**config.mk**
```make
export PLATFORM = sky130hd
export DESIGN_NAME = combi_fetch
export DESIGN_NICKNAME = d
export VERILOG_FILES = /design/src/rtl/combi_pkg.sv /design/src/rtl/combi_fetch_buf.sv /design/src/rtl/combi_fetch.sv
export SDC_FILE = /design/constraint.sdc
export NUM_CORES = 1
export LEC_CHECK = 0
export CAP_MARGIN = 20
export CORE_MARGIN = 2
export CORE_UTILIZATION = 50
export CTS_BUF_LIST = sky130_fd_sc_hd__clkbuf_16
export CTS_CLUSTER_DIAMETER = 50
export DETAILED_ROUTE_END_ITERATION = 8
export PLACE_DENSITY = 0.78
export SYNTH_ARGS = -nofsm -noshare
export SYNTH_HDL_FRONTEND = slang
export SYNTH_SLANG_ARGS = --single-unit
export TNS_END_PERCENT = 30
```
**constraint.sdc**
```tcl
create_clock -name clk -period 21.6 [get_ports clk]
set_clock_uncertainty 0.1 [all_clocks]
set_input_delay 4.32 -clock clk [delete_from_list [all_inputs] [get_ports clk]]
set_output_delay 4.32 -clock clk [all_outputs]
set_load 0.01 [all_outputs]
```
**src/rtl/combi_pkg.sv**
```systemverilog
// Shared definitions for the combi fetch stage.
// Holds the fetch FSM state type, the decode bubble word, the default reset
// PC and a small PC-increment helper used by the fetch logic.
package combi_pkg;

  localparam logic [31:0] BUBBLE           = '0;
  localparam logic [31:0] RESET_PC_DEFAULT = 32'h0000_0000;

  // Legacy state encodings, kept so existing waveform decoders still match.
  localparam logic [1:0] ST_IDLE    = 2'd0;
  localparam logic [1:0] ST_FETCH   = 2'd1;
  localparam logic [1:0] ST_DISCARD = 2'd2;
  localparam logic [1:0] ST_HOLD    = 2'd3;

  typedef enum logic [1:0] {
    S_IDLE    = ST_IDLE,
    S_FETCH   = ST_FETCH,
    S_DISCARD = ST_DISCARD,
    S_HOLD    = ST_HOLD
  } fetch_state_e;

  // Modulo-2^32 sequential PC step.
  function automatic logic [31:0] pc_plus4(input logic [31:0] pc);
    return pc + 32'd4;
  endfunction

endpackage

```
**src/rtl/combi_fetch_buf.sv**
```systemverilog
// One-entry hold buffer for a fetched instruction that decode could not take.
//   clk, reset : clock, asynchronous active-high reset
//   i_load     : capture i_instr/i_pc and mark the entry valid
//   i_clear    : drop the entry (delivered or invalidated by a redirect)
//   o_instr, o_pc, o_valid : buffered word, its PC, entry valid
module combi_fetch_buf
  import combi_pkg::*;
(
  input  logic        clk,
  input  logic        reset,
  input  logic        i_load,
  input  logic        i_clear,
  input  logic [31:0] i_instr,
  input  logic [31:0] i_pc,
  output logic [31:0] o_instr,
  output logic [31:0] o_pc,
  output logic        o_valid
);

  logic [31:0] r_instr;
  logic [31:0] r_pc;
  logic        r_valid;

  always_ff @(posedge clk or posedge reset) begin
    if (reset) begin
      r_instr <= BUBBLE;
      r_pc    <= '0;
      r_valid <= 1'b0;
    end else if (i_load) begin
      r_instr <= i_instr;
      r_pc    <= i_pc;
      r_valid <= 1'b1;
    end else if (i_clear) begin
      r_valid <= 1'b0;
    end
  end

  assign o_instr = r_instr;
  assign o_pc    = r_pc;
  assign o_valid = r_valid;

endmodule

```
**src/rtl/combi_fetch.sv**
```systemverilog
// Fetch stage with decode pipeline register.
// Issues one instruction-memory request at a time, survives wait states,
// drops data belonging to a redirected path, and parks a fetched word in a
// one-entry buffer when decode stalls or is flushed.
//   clk, reset              : clock, asynchronous active-high reset
//   ImemAddr/ImemReq        : request to instruction memory (held until ImemValid)
//   ImemRdata/ImemValid     : returned word, completes the request
//   StallD/FlushD           : decode hold / decode bubble
//   PCSrcE/PCTargetE        : redirect from execute
//   armD -> ArmModeD        : registered ISA mode fed back to the decoder
//   InstrD/PCD/PCPlus4D     : decode register contents
//   wasNotFlushedD          : InstrD is a real instruction
//   FetchBusyF              : decode gets a bubble only for lack of an instruction
module combi_fetch
  import combi_pkg::*;
#(
  parameter logic [31:0] RESET_PC  = RESET_PC_DEFAULT,
  parameter logic        ARM_RESET = 1'b0
) (
  input  logic        clk,
  input  logic        reset,
  output logic [31:0] ImemAddr,
  output logic        ImemReq,
  input  logic [31:0] ImemRdata,
  input  logic        ImemValid,
  input  logic        StallD,
  input  logic        FlushD,
  input  logic        PCSrcE,
  input  logic [31:0] PCTargetE,
  input  logic        armD,
  output logic [31:0] InstrD,
  output logic [31:0] PCD,
  output logic [31:0] PCPlus4D,
  output logic        wasNotFlushedD,
  output logic        ArmModeD,
  output logic        FetchBusyF
);

  fetch_state_e r_state;
  logic [31:0]  r_pcf;
  logic [31:0]  r_req_addr;
  logic [31:0]  r_instr_d;
  logic [31:0]  r_pc_d;
  logic [31:0]  r_pcplus4_d;
  logic         r_wnf_d;
  logic         r_arm_d;

  fetch_state_e w_state_nxt;
  logic [31:0]  w_pcf_nxt;
  logic [31:0]  w_req_nxt;
  logic         w_fetch_valid;
  logic         w_d_free;
  logic         w_deliver_mem;
  logic         w_deliver_buf;
  logic         w_buf_load;
  logic         w_buf_clear;
  logic [31:0]  w_buf_instr;
  logic [31:0]  w_buf_pc;
  logic         w_buf_valid;

  assign w_fetch_valid = (r_state == S_FETCH) && ImemValid;
  assign w_d_free      = !StallD && !FlushD && !PCSrcE;
  assign w_deliver_mem = w_fetch_valid && w_d_free;
  assign w_deliver_buf = (r_state == S_HOLD) && w_d_free;
  // A word that decode cannot take right now is parked rather than refetched.
  assign w_buf_load    = w_fetch_valid && !PCSrcE && (StallD || FlushD);
  assign w_buf_clear   = (r_state == S_HOLD) && (PCSrcE || w_deliver_buf);

  combi_fetch_buf u_buf (
    .clk     (clk),
    .reset   (reset),
    .i_load  (w_buf_load),
    .i_clear (w_buf_clear),
    .i_instr (ImemRdata),
    .i_pc    (r_req_addr),
    .o_instr (w_buf_instr),
    .o_pc    (w_buf_pc),
    .o_valid (w_buf_valid)
  );

  // PCF is the next PC to fetch; ReqAddr only moves when a new request starts,
  // which keeps ImemAddr stable across wait states and in DISCARD.
  always_comb begin
    w_state_nxt = r_state;
    w_pcf_nxt   = r_pcf;
    w_req_nxt   = r_req_addr;
    case (r_state)
      S_IDLE: begin
        w_state_nxt = S_FETCH;
        if (PCSrcE) begin
          w_pcf_nxt = PCTargetE;
          w_req_nxt = PCTargetE;
        end else begin
          w_req_nxt = r_pcf;
        end
      end
      S_FETCH: begin
        if (PCSrcE) begin
          w_pcf_nxt = PCTargetE;
          if (ImemValid) w_req_nxt = PCTargetE;
          else           w_state_nxt = S_DISCARD;
        end else if (ImemValid) begin
          w_pcf_nxt = pc_plus4(r_pcf);
          if (StallD || FlushD) w_state_nxt = S_HOLD;
          else                  w_req_nxt   = pc_plus4(r_pcf);
        end
      end
      S_DISCARD: begin
        if (PCSrcE) w_pcf_nxt = PCTargetE;
        if (ImemValid) begin
          w_state_nxt = S_FETCH;
          w_req_nxt   = PCSrcE ? PCTargetE : r_pcf;
        end
      end
      S_HOLD: begin
        if (PCSrcE) begin
          w_pcf_nxt   = PCTargetE;
          w_req_nxt   = PCTargetE;
          w_state_nxt = S_FETCH;
        end else if (!StallD && !FlushD) begin
          w_req_nxt   = r_pcf;
          w_state_nxt = S_FETCH;
        end
      end
      default: w_state_nxt = S_IDLE;
    endcase
  end

  always_ff @(posedge clk or posedge reset) begin
    if (reset) begin
      r_state    <= S_IDLE;
      r_pcf      <= RESET_PC;
      r_req_addr <= RESET_PC;
    end else begin
      r_state    <= w_state_nxt;
      r_pcf      <= w_pcf_nxt;
      r_req_addr <= w_req_nxt;
    end
  end

  always_ff @(posedge clk or posedge reset) begin
    if (reset) begin
      r_instr_d   <= BUBBLE;
      r_pc_d      <= '0;
      r_pcplus4_d <= '0;
      r_wnf_d     <= 1'b0;
      r_arm_d     <= ARM_RESET;
    end else if (!StallD) begin
      r_arm_d <= armD;
      if (w_deliver_mem) begin
        r_instr_d   <= ImemRdata;
        r_pc_d      <= r_req_addr;
        r_pcplus4_d <= pc_plus4(r_req_addr);
        r_wnf_d     <= 1'b1;
      end else if (w_deliver_buf && w_buf_valid) begin
        r_instr_d   <= w_buf_instr;
        r_pc_d      <= w_buf_pc;
        r_pcplus4_d <= pc_plus4(w_buf_pc);
        r_wnf_d     <= 1'b1;
      end else begin
        r_instr_d <= BUBBLE;
        r_wnf_d   <= 1'b0;
      end
    end
  end

  assign ImemAddr       = r_req_addr;
  assign ImemReq        = (r_state == S_FETCH) || (r_state == S_DISCARD);
  assign InstrD         = r_instr_d;
  assign PCD            = r_pc_d;
  assign PCPlus4D       = r_pcplus4_d;
  assign wasNotFlushedD = r_wnf_d;
  assign ArmModeD       = r_arm_d;
  assign FetchBusyF     = w_d_free && !w_deliver_mem && !(w_deliver_buf && w_buf_valid);

endmodule

```
==> flow_summary_export.csv <==
group,metric,value,unit
status,status,"complete, no violations",
grt,grt_max_degree,97,
finish,layout_commonest_cell,"dfrtp_1",
route,vias_per_cell,5.87,
floorplan,die_w,157,um
synthesis,synth-seq-area-share,48.7,%
clock_network,holdBufCountCts,0,
finish,finalInstanceArea,0.0148,mm^2
route,totalWireLength,32.0,mm
floorplan,coreArea,0.0228,mm^2
sta,max_freq,94.3,MHz
sta,fin_crit,10.60,ns
route,dr.first_iter.drc_count,778,
route,wl_met3,2.26,mm
sta,hold_violations,0,
clock_network,cts_max_path_buffers,3,
pwr,p_switching,0.695,mW
pwr,peakVddDrop,0.0645,mV
synthesis,synth_edf_count,0,
worst_setup_path,path_buf_inv,3,
place,globalplace.congestion,0.894,
sta,setup_tns,0,ns
synthesis,avgSynthCellArea,9.65,um^2
pwr,p_leak,6.19,nW
route,drt-met1-wl,13.6,mm
clock_network,cts_buffers,27,
pwr,combinationalPowerShare,35.3,%
sta,fin_crit_sh,49.1,%
synthesis,synth-warning-count,0,
synthesis,synth_fp_nets,1287,
pwr,power.density,129,mW/mm^2
clock_network,cts_tree,"done",
route,top_layer,"met4",
synthesis,synth_area_leader_cell,"dfrtp_1",
route,wl_per_cell,18.8,um
synthesis,async_reset_ff_share,100,%
route,num_vias,10000,
pwr,p_int,1.21,mW
finish,final_util,65.0,%
worst_setup_path,start_kind,"input pin",
sta,setup_viol,0,
grt,antenna_found_initial,0,
place,hpwl,22.5,mm
pwr,pwr-share-seq,41.5,%
pwr,p_sw_share,36.4,%
clock_network,worstSkewPairLatency,0.54,ns
grt,grt_pass1_vias,9411,
clock_network,post_cts_buffers,0,
worst_setup_path,crit_chain,"clkdlybuf4s50_1 > buf_4 > nor3_1 > and3_1 > clkdlybuf4s50_1",
worst_setup_path,crit_fanout,38,
route,drt_pass1_iterations,6,
worst_setup_path,crit_type,"in -> out",
grt,grt_pass1_wl,51.0,mm
synthesis,synth_cell_types,65,
floorplan,die_y,157,um
synthesis,ys_ff_latch,227,
synthesis,synthTopCellsByArea,"dfrtp_1 49%, mux2_2 8.8%, nand2_1 6.8%",
worst_setup_path,critPathTopFamily,"buffers and inverters",
sta,drv_slew,0,
place,placed_area,0.0139,mm^2
floorplan,io_pins,203,
floorplan,core.rowCount,55,
worst_setup_path,cpMostUsedCell,"clkdlybuf4s50_1",
pwr,finalPower,1.91,mW
sta,worst_slew_pin_slew,1.06,ns
synthesis,synth_top_flop_cell,"dfrtp_1",
sta,grt_setup_unrepaired,"no",
place,port_buffers,202,
finish,final_cell_mix,"227 x dfrtp_1, 210 x nand2_1, 201 x clkdlybuf4s50_1, 91 x mux2_2, 82 x nor2_1",
worst_setup_path,cpPeakStageDelay,0.57,ns
synthesis,synth.cell_area,0.0117,mm^2
finish,area_delta_synth_final,26.8,%
sta,slew_headroom,29.5,%
worst_setup_path,worstPathArrival,6.18,ns
worst_setup_path,worstPathRequired,17.18,ns
grt,grtUsageTotal,25.9,%
floorplan,initial_core_util,51.2,%
route,final_antenna_net_count,0,
worst_setup_path,endpoint_kind,"output port",
clock_network,htree_num_levels,1,
finish,drive_gt1_share,12.1,%
job,cap_violations,0,
route,dr_wl_met2,15.5,mm
pwr,power.share.clock,23.2,%
synthesis,yosys.area.top_type_share,48.7,%
finish,nets,1450,
grt,gr-total-overflow,0,
worst_setup_path,cp_slowest_cell,"clkdlybuf4s50_1",
min_path,hold_path_class,"reg -> reg",
clock_network,cts.reportedPaths.clkPinSlew,0.06,ns
route,drc,0,
clock_network,cts.sinks,227,
synthesis,synthCells,1210,
clock_network,cts-root-buf,"clkbuf_16",
clock_network,cts-resized-gates,0,
floorplan,dieArea,0.0246,mm^2
finish,diodes,0,
worst_setup_path,r2r_slack,16.48,ns
-- logic make-up (layout without fill, tap and decap cells) --
logic type | after synthesis | after routing | share of synthesized area [%]
xor gates and xnor gates | 54 | 54 | 4.05
and+or+nand+nor | 438 | 438 | 17.3
buffers and inverters | 104 | 287 | 3.48
AOI/OAI and AO/OA | 255 | 255 | 14.1
adders and majority gates | 6 | 6 | 0.643
DFF | 227 | 227 | 48.7
muxes | 126 | 126 | 11.8
-- stage by stage --
step                setup slack [ns]  hold WS (ns)  instances
global placement               11.02         0.352       1655
detailed placement             11.06         0.358       1655
finish                         11.00         0.368       1706
floorplan                      10.96         0.365       1210
global route                   10.91         0.395       1706
CTS                            11.02         0.373       1704
-- layer usage --
metal  GRT usage, %  vias to the layer above
met5              0                        -
met4           6.99                        0
met3           3.57                       53
met2           42.8                      405
met1           36.0                     4902
li1               -                     4656
-- final timing paths --
kind                       cells past startpoint      endpoint        from
max                                            5    FetchBusyF      StallD
min                                            2    InstrD[15]  InstrD[15]
max reg2reg                                   13  PCPlus4D[28]  r_state[1]
min reg2reg                                    2    InstrD[15]  InstrD[15]
max in group asynchronous                      4     r_pcf[24]       reset
min in group asynchronous                      2    InstrD[29]       reset
-- power by group through the flow --
stage | Combinational (mW) | Clock, mW | Sequential (mW)
2_1_floorplan | 0.352 | 0 | 0.759
4_1_cts | 0.676 | 0.449 | 0.785
3_5_place_dp | 0.672 | 0 | 0.792
3_3_place_gp | 0.656 | 0 | 0.783
5_1_grt | 0.734 | 0.468 | 0.812
6_report | 0.673 | 0.442 | 0.792
-- cell usage after synthesis, drive strengths merged (3+ instances only) --
| library cell | n |
|---|---|
| a211oi | 3 |
| a21oi | 47 |
| a221o | 5 |
| a222oi | 4 |
| a22o | 3 |
| a22oi | 39 |
| a31oi | 21 |
| and2 | 10 |
| and3 | 15 |
| and4 | 11 |
| buf | 23 |
| clkbuf | 62 |
| dfrtp | 227 |
| ha | 6 |
| inv | 19 |
| mux2 | 91 |
| mux2i | 35 |
| nand2 | 210 |
| nand2b | 5 |
| nand3 | 27 |
| nand4 | 29 |
| nor2 | 85 |
| nor2b | 8 |
| nor3 | 15 |
| nor4 | 6 |
| o211a | 3 |
| o211ai | 10 |
| o21a | 3 |
| o21ai | 73 |
| o22ai | 10 |
| o311ai | 4 |
| o31ai | 10 |
| or3 | 3 |
| or4b | 3 |
| xnor2 | 35 |
| xor2 | 19 |
-- state kept, by name, summed over array words and instances, names as in the netlist --
signal	count
PCPlus4D	30
u_buf.o_pc	32
u_buf.o_valid	1
wasNotFlushedD	1
r_pcf	32
ArmModeD	1
PCD	32
ImemAddr	32
r_state	2
InstrD	32
u_buf.o_instr	32
-- cell type report --
type / count / area [um^2]
repair buffers: 219 / 2160
clock buffers: 27 / 676
fillers: 1809 / 7980
inverters: 19 / 78.8
multi-input cells: 879 / 5620
flip-flops and latches: 227 / 5680
clock inverters: 22 / 196
well taps: 313 / 392
-- worst min-delay path, delay by kind of cell, from the launching register on --
| kind | cells | cell delay [ns] |
|---|---|---|
| flip-flops | 1 | 0.34 |
| AND/OR/NAND/NOR | 2 | 0.10 |
No activity file was read; power rests on OpenSTA's default activity.
